`src/rtl/fp16_add_normalize.sv`:
```
// FP16 add/normalise back end: signed add of pre-aligned mantissas, then a
// one-bit-per-cycle normaliser packing an IEEE half-precision result.
module fp16_add_normalize #(
    parameter int MANT_W  = 11,
    parameter int EXP_W   = 5,
    parameter int EXP_MAX = 31
) (
    input  logic                    clk,
    input  logic                    reset,
    input  logic                    in_valid,
    output logic                    in_ready,
    input  logic                    sign_A,
    input  logic                    sign_B,
    input  logic [MANT_W-1:0]       mantissa_A,
    input  logic [MANT_W-1:0]       mantissa_B,
    input  logic [EXP_W-1:0]        exponent_in,
    output logic                    out_valid,
    input  logic                    out_ready,
    output logic [EXP_W+MANT_W-1:0] result,
    output logic                    overflow
);

    typedef enum logic [1:0] {IDLE, ADD, NORM, DONE} state_t;

    localparam logic [EXP_W:0] EXP_LIMIT = (EXP_W+1)'(EXP_MAX);

    state_t                    state_q, state_d;
    logic                      sign_a_q, sign_a_d;
    logic                      sign_b_q, sign_b_d;
    logic [MANT_W-1:0]         mant_a_q, mant_a_d;
    logic [MANT_W-1:0]         mant_b_q, mant_b_d;
    logic [EXP_W-1:0]          exp_in_q, exp_in_d;
    logic [MANT_W:0]           sum_q, sum_d;
    logic                      sign_q, sign_d;
    logic [EXP_W-1:0]          exp_q, exp_d;
    logic [3:0]                shift_cnt_q, shift_cnt_d;
    logic [EXP_W+MANT_W-1:0]   result_q, result_d;
    logic                      overflow_q, overflow_d;
    logic [EXP_W:0]            exp_inc;

    assign in_ready  = (state_q == IDLE);
    assign out_valid = (state_q == DONE);
    assign result    = result_q;
    assign overflow  = overflow_q;
    assign exp_inc   = {1'b0, exp_q} + (EXP_W+1)'(1);

    always_comb begin
        state_d     = state_q;
        sign_a_d    = sign_a_q;
        sign_b_d    = sign_b_q;
        mant_a_d    = mant_a_q;
        mant_b_d    = mant_b_q;
        exp_in_d    = exp_in_q;
        sum_d       = sum_q;
        sign_d      = sign_q;
        exp_d       = exp_q;
        shift_cnt_d = shift_cnt_q;
        result_d    = result_q;
        overflow_d  = overflow_q;

        case (state_q)
            IDLE: begin
                if (in_valid) begin
                    sign_a_d    = sign_A;
                    sign_b_d    = sign_B;
                    mant_a_d    = mantissa_A;
                    mant_b_d    = mantissa_B;
                    exp_in_d    = exponent_in;
                    shift_cnt_d = '0;
                    overflow_d  = 1'b0;
                    state_d     = ADD;
                end
            end
            ADD: begin
                // Magnitude subtract keeps the sum unsigned; sign follows the larger operand.
                if (sign_a_q == sign_b_q) begin
                    sum_d  = {1'b0, mant_a_q} + {1'b0, mant_b_q};
                    sign_d = sign_a_q;
                end else if (mant_a_q >= mant_b_q) begin
                    sum_d  = {1'b0, mant_a_q} - {1'b0, mant_b_q};
                    sign_d = sign_a_q;
                end else begin
                    sum_d  = {1'b0, mant_b_q} - {1'b0, mant_a_q};
                    sign_d = sign_b_q;
                end
                exp_d   = exp_in_q;
                state_d = NORM;
            end
            NORM: begin
                if (sum_q == '0) begin
                    result_d = '0;
                    state_d  = DONE;
                end else if (sum_q[MANT_W]) begin
                    sum_d = sum_q >> 1;
                    exp_d = exp_inc[EXP_W-1:0];
                    if (exp_inc >= EXP_LIMIT) begin
                        result_d   = {sign_q, {EXP_W{1'b1}}, {(MANT_W-1){1'b0}}};
                        overflow_d = 1'b1;
                    end else begin
                        result_d = {sign_q, exp_inc[EXP_W-1:0], sum_q[MANT_W-1:1]};
                    end
                    state_d = DONE;
                end else if (sum_q[MANT_W-1]) begin
                    result_d = {sign_q, exp_q, sum_q[MANT_W-2:0]};
                    state_d  = DONE;
                end else if (exp_q <= EXP_W'(1)) begin
                    // No denormal support: anything that would need one flushes to +0.
                    result_d = '0;
                    state_d  = DONE;
                end else begin
                    sum_d       = sum_q << 1;
                    exp_d       = exp_q - EXP_W'(1);
                    shift_cnt_d = shift_cnt_q + 4'd1;
                end
            end
            DONE: begin
                if (out_ready) begin
                    overflow_d = 1'b0;
                    state_d    = IDLE;
                end
            end
            default: state_d = IDLE;
        endcase
    end

    always_ff @(posedge clk) begin
        if (reset) begin
            state_q     <= IDLE;
            sign_a_q    <= 1'b0;
            sign_b_q    <= 1'b0;
            mant_a_q    <= '0;
            mant_b_q    <= '0;
            exp_in_q    <= '0;
            sum_q       <= '0;
            sign_q      <= 1'b0;
            exp_q       <= '0;
            shift_cnt_q <= '0;
            result_q    <= '0;
            overflow_q  <= 1'b0;
        end else begin
            state_q     <= state_d;
            sign_a_q    <= sign_a_d;
            sign_b_q    <= sign_b_d;
            mant_a_q    <= mant_a_d;
            mant_b_q    <= mant_b_d;
            exp_in_q    <= exp_in_d;
            sum_q       <= sum_d;
            sign_q      <= sign_d;
            exp_q       <= exp_d;
            shift_cnt_q <= shift_cnt_d;
            result_q    <= result_d;
            overflow_q  <= overflow_d;
            // A nonzero 12-bit sum reaches bit 10 within ten left shifts.
            if (state_q == NORM) assert (shift_cnt_q <= 4'd10);
        end
    end

endmodule
```
`config.mk`:
```
export PLATFORM = sky130hd
export DESIGN_NAME = fp16_add_normalize
export DESIGN_NICKNAME = d
export VERILOG_FILES = /design/src/rtl/fp16_add_normalize.sv
export SDC_FILE = /design/constraint.sdc
export NUM_CORES = 1
export LEC_CHECK = 0
export CORE_ASPECT_RATIO = 0.7
export CORE_MARGIN = 10
export CORE_UTILIZATION = 52
export CTS_CLUSTER_SIZE = 20
export DETAILED_ROUTE_END_ITERATION = 6
export HOLD_SLACK_MARGIN = 0.15
export PLACE_DENSITY = 0.77
export SKIP_CTS_REPAIR_TIMING = 1
export SYNTH_ARGS = -nofsm -noshare
export SYNTH_HDL_FRONTEND = slang
export SYNTH_SLANG_ARGS = --single-unit
export TNS_END_PERCENT = 50
```
`constraint.sdc`:
```
create_clock -name clk -period 2.6 [get_ports clk]
set_input_delay 0.65 -clock clk [delete_from_list [all_inputs] [get_ports clk]]
set_output_delay 0.65 -clock clk [all_outputs]
set_load 0.005 [all_outputs]
```
==> reports/summary.txt <==
status: finished clean
CP Class: reg -> reg
Fill cells: 792
first-pass GRT wire length: 24000 um
Hold Path Stages: 2
initial antenna violation count: 0
Top FF cell, synth: dfxtp_1
via count: 4947
I/O pin cnt: 52
Die W: 134 um
CTS buffer count: 9
Yosys top cell by area: dfxtp_1
DRC errors left: 0
R2R Setup Slk: 0.05 ns
tightest hold margin: 0.447 ns
Clock H-tree levels: 3
CTS tree: done
min cycle time layout: 2.55 ns
synth unique cells: 65
clk slew on worst S/H paths: 0.06 ns
Slew @ Worst Pin: 1.01 ns
RSZ-0062 raised after global routing: yes
IO buf count: 51
Layout Skew: 0.00763 ns
clk root buf: clkbuf_16
drt wl/cell: 18.0 um
Synth area leaders: dfxtp_1 28%, ha_1 11%, nand2_1 7.3%
# setup viols final: 0
reg2reg end: sum_q[10]
grt ovf: 0
WHS Endpoint: result[5]
worst reg-to-reg path cell count: 10
number of DRC markers in iteration 0: 482
number of enable flip-flop cells after synthesis: 0
post-synthesis sequential area ratio: 0.278
Die H: 100 um
vias per std cell: 5.91
async set or reset register ratio after synthesis: 0
register bit total from synthesis: 66
crit-path max cell delay: 0.37 ns
commonest cells in the netlist: 93 x nand2_1, 66 x dfxtp_1, 63 x a21oi_1, 51 x nor2_1, 44 x inv_1
First-pass DRT Iterations: 5
clk_lat worst skew: 0.34 ns
Min-Delay Path Class: reg -> reg
syn_nets: 708
Req. time, crit path: 2.82 ns
Cells after Synth: 631
Total GRT Usage: 0.220
Initial Util: 0.529
CP Launch Type: flop
share of the synthesized area in the top cell type: 0.278
Post-Syn Area: 0.00476 mm^2
nets: 785
Setup WS pre-CTS: -0.137 ns
reg2reg start: mant_a_q[0]
CP max FO: 4
Layout area overhead: 29.5%
worst setup margin: 0.0515 ns
Hold Fails Final Rpt: 0
CP Capture Type: flop
final worst path period share: 0.980
Syn. warnings: 0
cell-by-cell trace of the critical path: ha_2 > inv_1 > fa_2 > o21ba_4 > o2111ai_4 > a31oi_2 > o211ai_1 > o32ai_2 > a22o_1 > a211o_1
Detailed Place HPWL: 11600 um
Slew HR: 0.323
CORE AREA: 0.00900 mm^2
setup TNS: 0 ns
mean post-synth cell area: 7.54 um^2
critical path arrival: 2.77 ns
row count: 29
Finished Cell Area: 0.00616 mm^2
largest net degree at the start of global routing: 37
max-slew violations: 0
leak pwr: 2.50 nW
most common cell in the netlist: nand2_1
CP max stage cell: dfxtp_4
ANT nets after route: 0
fin util: 0.685
Die Area: 0.0134 mm^2
WL final: 15100 um
CTS Buffer Depth: 2
Peak VDD IR: 695 uV
placed standard-cell area: 0.00568 mm^2
max-capacitance violation count: 0
layout cell share with drive strength beyond 1: 0.157
Pwr per Cell Area: 1020 mW/mm^2
ANT cells: 0
Routability Congestion: 0.963
HP Start: result[5]
Fmax: 392 MHz
vias in the first global route: 4562
clock sink count: 66
[flip-flops by register name, summed over array words and instances, names as in the netlist, 2 cells and up]
signal and cells:
exp_in_q 5, exp_q 5, mant_a_q 11, mant_b_q 11, result 16, state_q 2, sum_q 12
[power breakdown]
group,switching [mW],internal (mW),total [mW]
logic,2.03,1.46,3.49
registers,0.198,1.19,1.39
clock network,0.478,0.940,1.42
total,2.70,3.59,6.29
[placed cells by master (no fill, tap or decap), drive strengths merged, types with 6 or more instances in the layout]
| cell | count |
|---|---|
| a211oi | 11 |
| a21o | 8 |
| a21oi | 65 |
| a22o | 10 |
| a22oi | 17 |
| a31oi | 7 |
| and2 | 7 |
| buf | 55 |
| clkbuf | 10 |
| clkdlybuf4s50 | 50 |
| dfxtp | 66 |
| ha | 41 |
| inv | 44 |
| mux2i | 13 |
| nand2 | 93 |
| nand3 | 14 |
| nor2 | 51 |
| nor2b | 11 |
| nor3 | 14 |
| o21ai | 32 |
| xnor2 | 6 |
[through the flow]
step / power, mW / instances
floorplan: 3.58 / 631
global placement: 4.63 / 820
detailed placement: 4.67 / 820
CTS: 6.10 / 836
global route: 6.70 / 837
finish: 6.29 / 837
[routing by layer]
layer	global-route usage	vias up	share of wire
met5	0	-	0
met1	0.321	2315	0.49
met4	0.0601	0	0.016
met3	0.0609	22	0.090
met2	0.305	224	0.40
li1	-	2386	-
[worst max path at each step]
| stage | slack [ns] | startpoint | cells past startpoint | to |
|---|---|---|---|---|
| finish | 0.05 | mant_a_q[0] | 10 | sum_q[10] |
| detailed placement | -0.14 | mant_a_q[7] | 9 | sum_q[2] |
| global route | -0.03 | mant_a_q[0] | 10 | sum_q[10] |
| floorplan | 0.008 | mant_a_q[0] | 10 | sum_q[5] |
| CTS | -0.16 | mant_a_q[7] | 9 | sum_q[2] |
| global placement | -0.06 | mant_a_q[7] | 9 | sum_q[1] |
[cell families (layout without fill, tap and decap cells)]
logic type | count (synthesis) | after routing | synth area share
and+or+nand+nor | 224 | 224 | 0.221
muxes | 14 | 14 | 0.0297
AOI/OAI and AO/OA | 191 | 191 | 0.266
DFF | 66 | 66 | 0.278
buffers and inverters | 83 | 165 | 0.0686
adders and majority gates | 45 | 45 | 0.123
xor gates and xnor gates | 8 | 8 | 0.0147
[layout make-up]
| type | instances | area (um^2) | share of cell area |
|---|---|---|---|
| Tap cell | 124 | 155 | 0.0252 |
| Sequential cell | 66 | 1330 | 0.216 |
| Clock inverter | 6 | 115 | 0.0187 |
| Timing Repair Buffer | 105 | 911 | 0.148 |
| Clock buffer | 10 | 229 | 0.0372 |
| Inverter | 44 | 165 | 0.0268 |
| Multi-Input combinational cell | 482 | 3260 | 0.528 |
[worst max-delay path: cells and delay by family, from the launching register on]
family | cells | cell delay [ns]
AO/OA/AOI/OAI | 7 | 1.48
adder cells (fa/ha/maj) | 2 | 0.53
flip-flops | 1 | 0.37
buffers and inverters | 1 | 0.05
(Power assumes the default switching activity.)
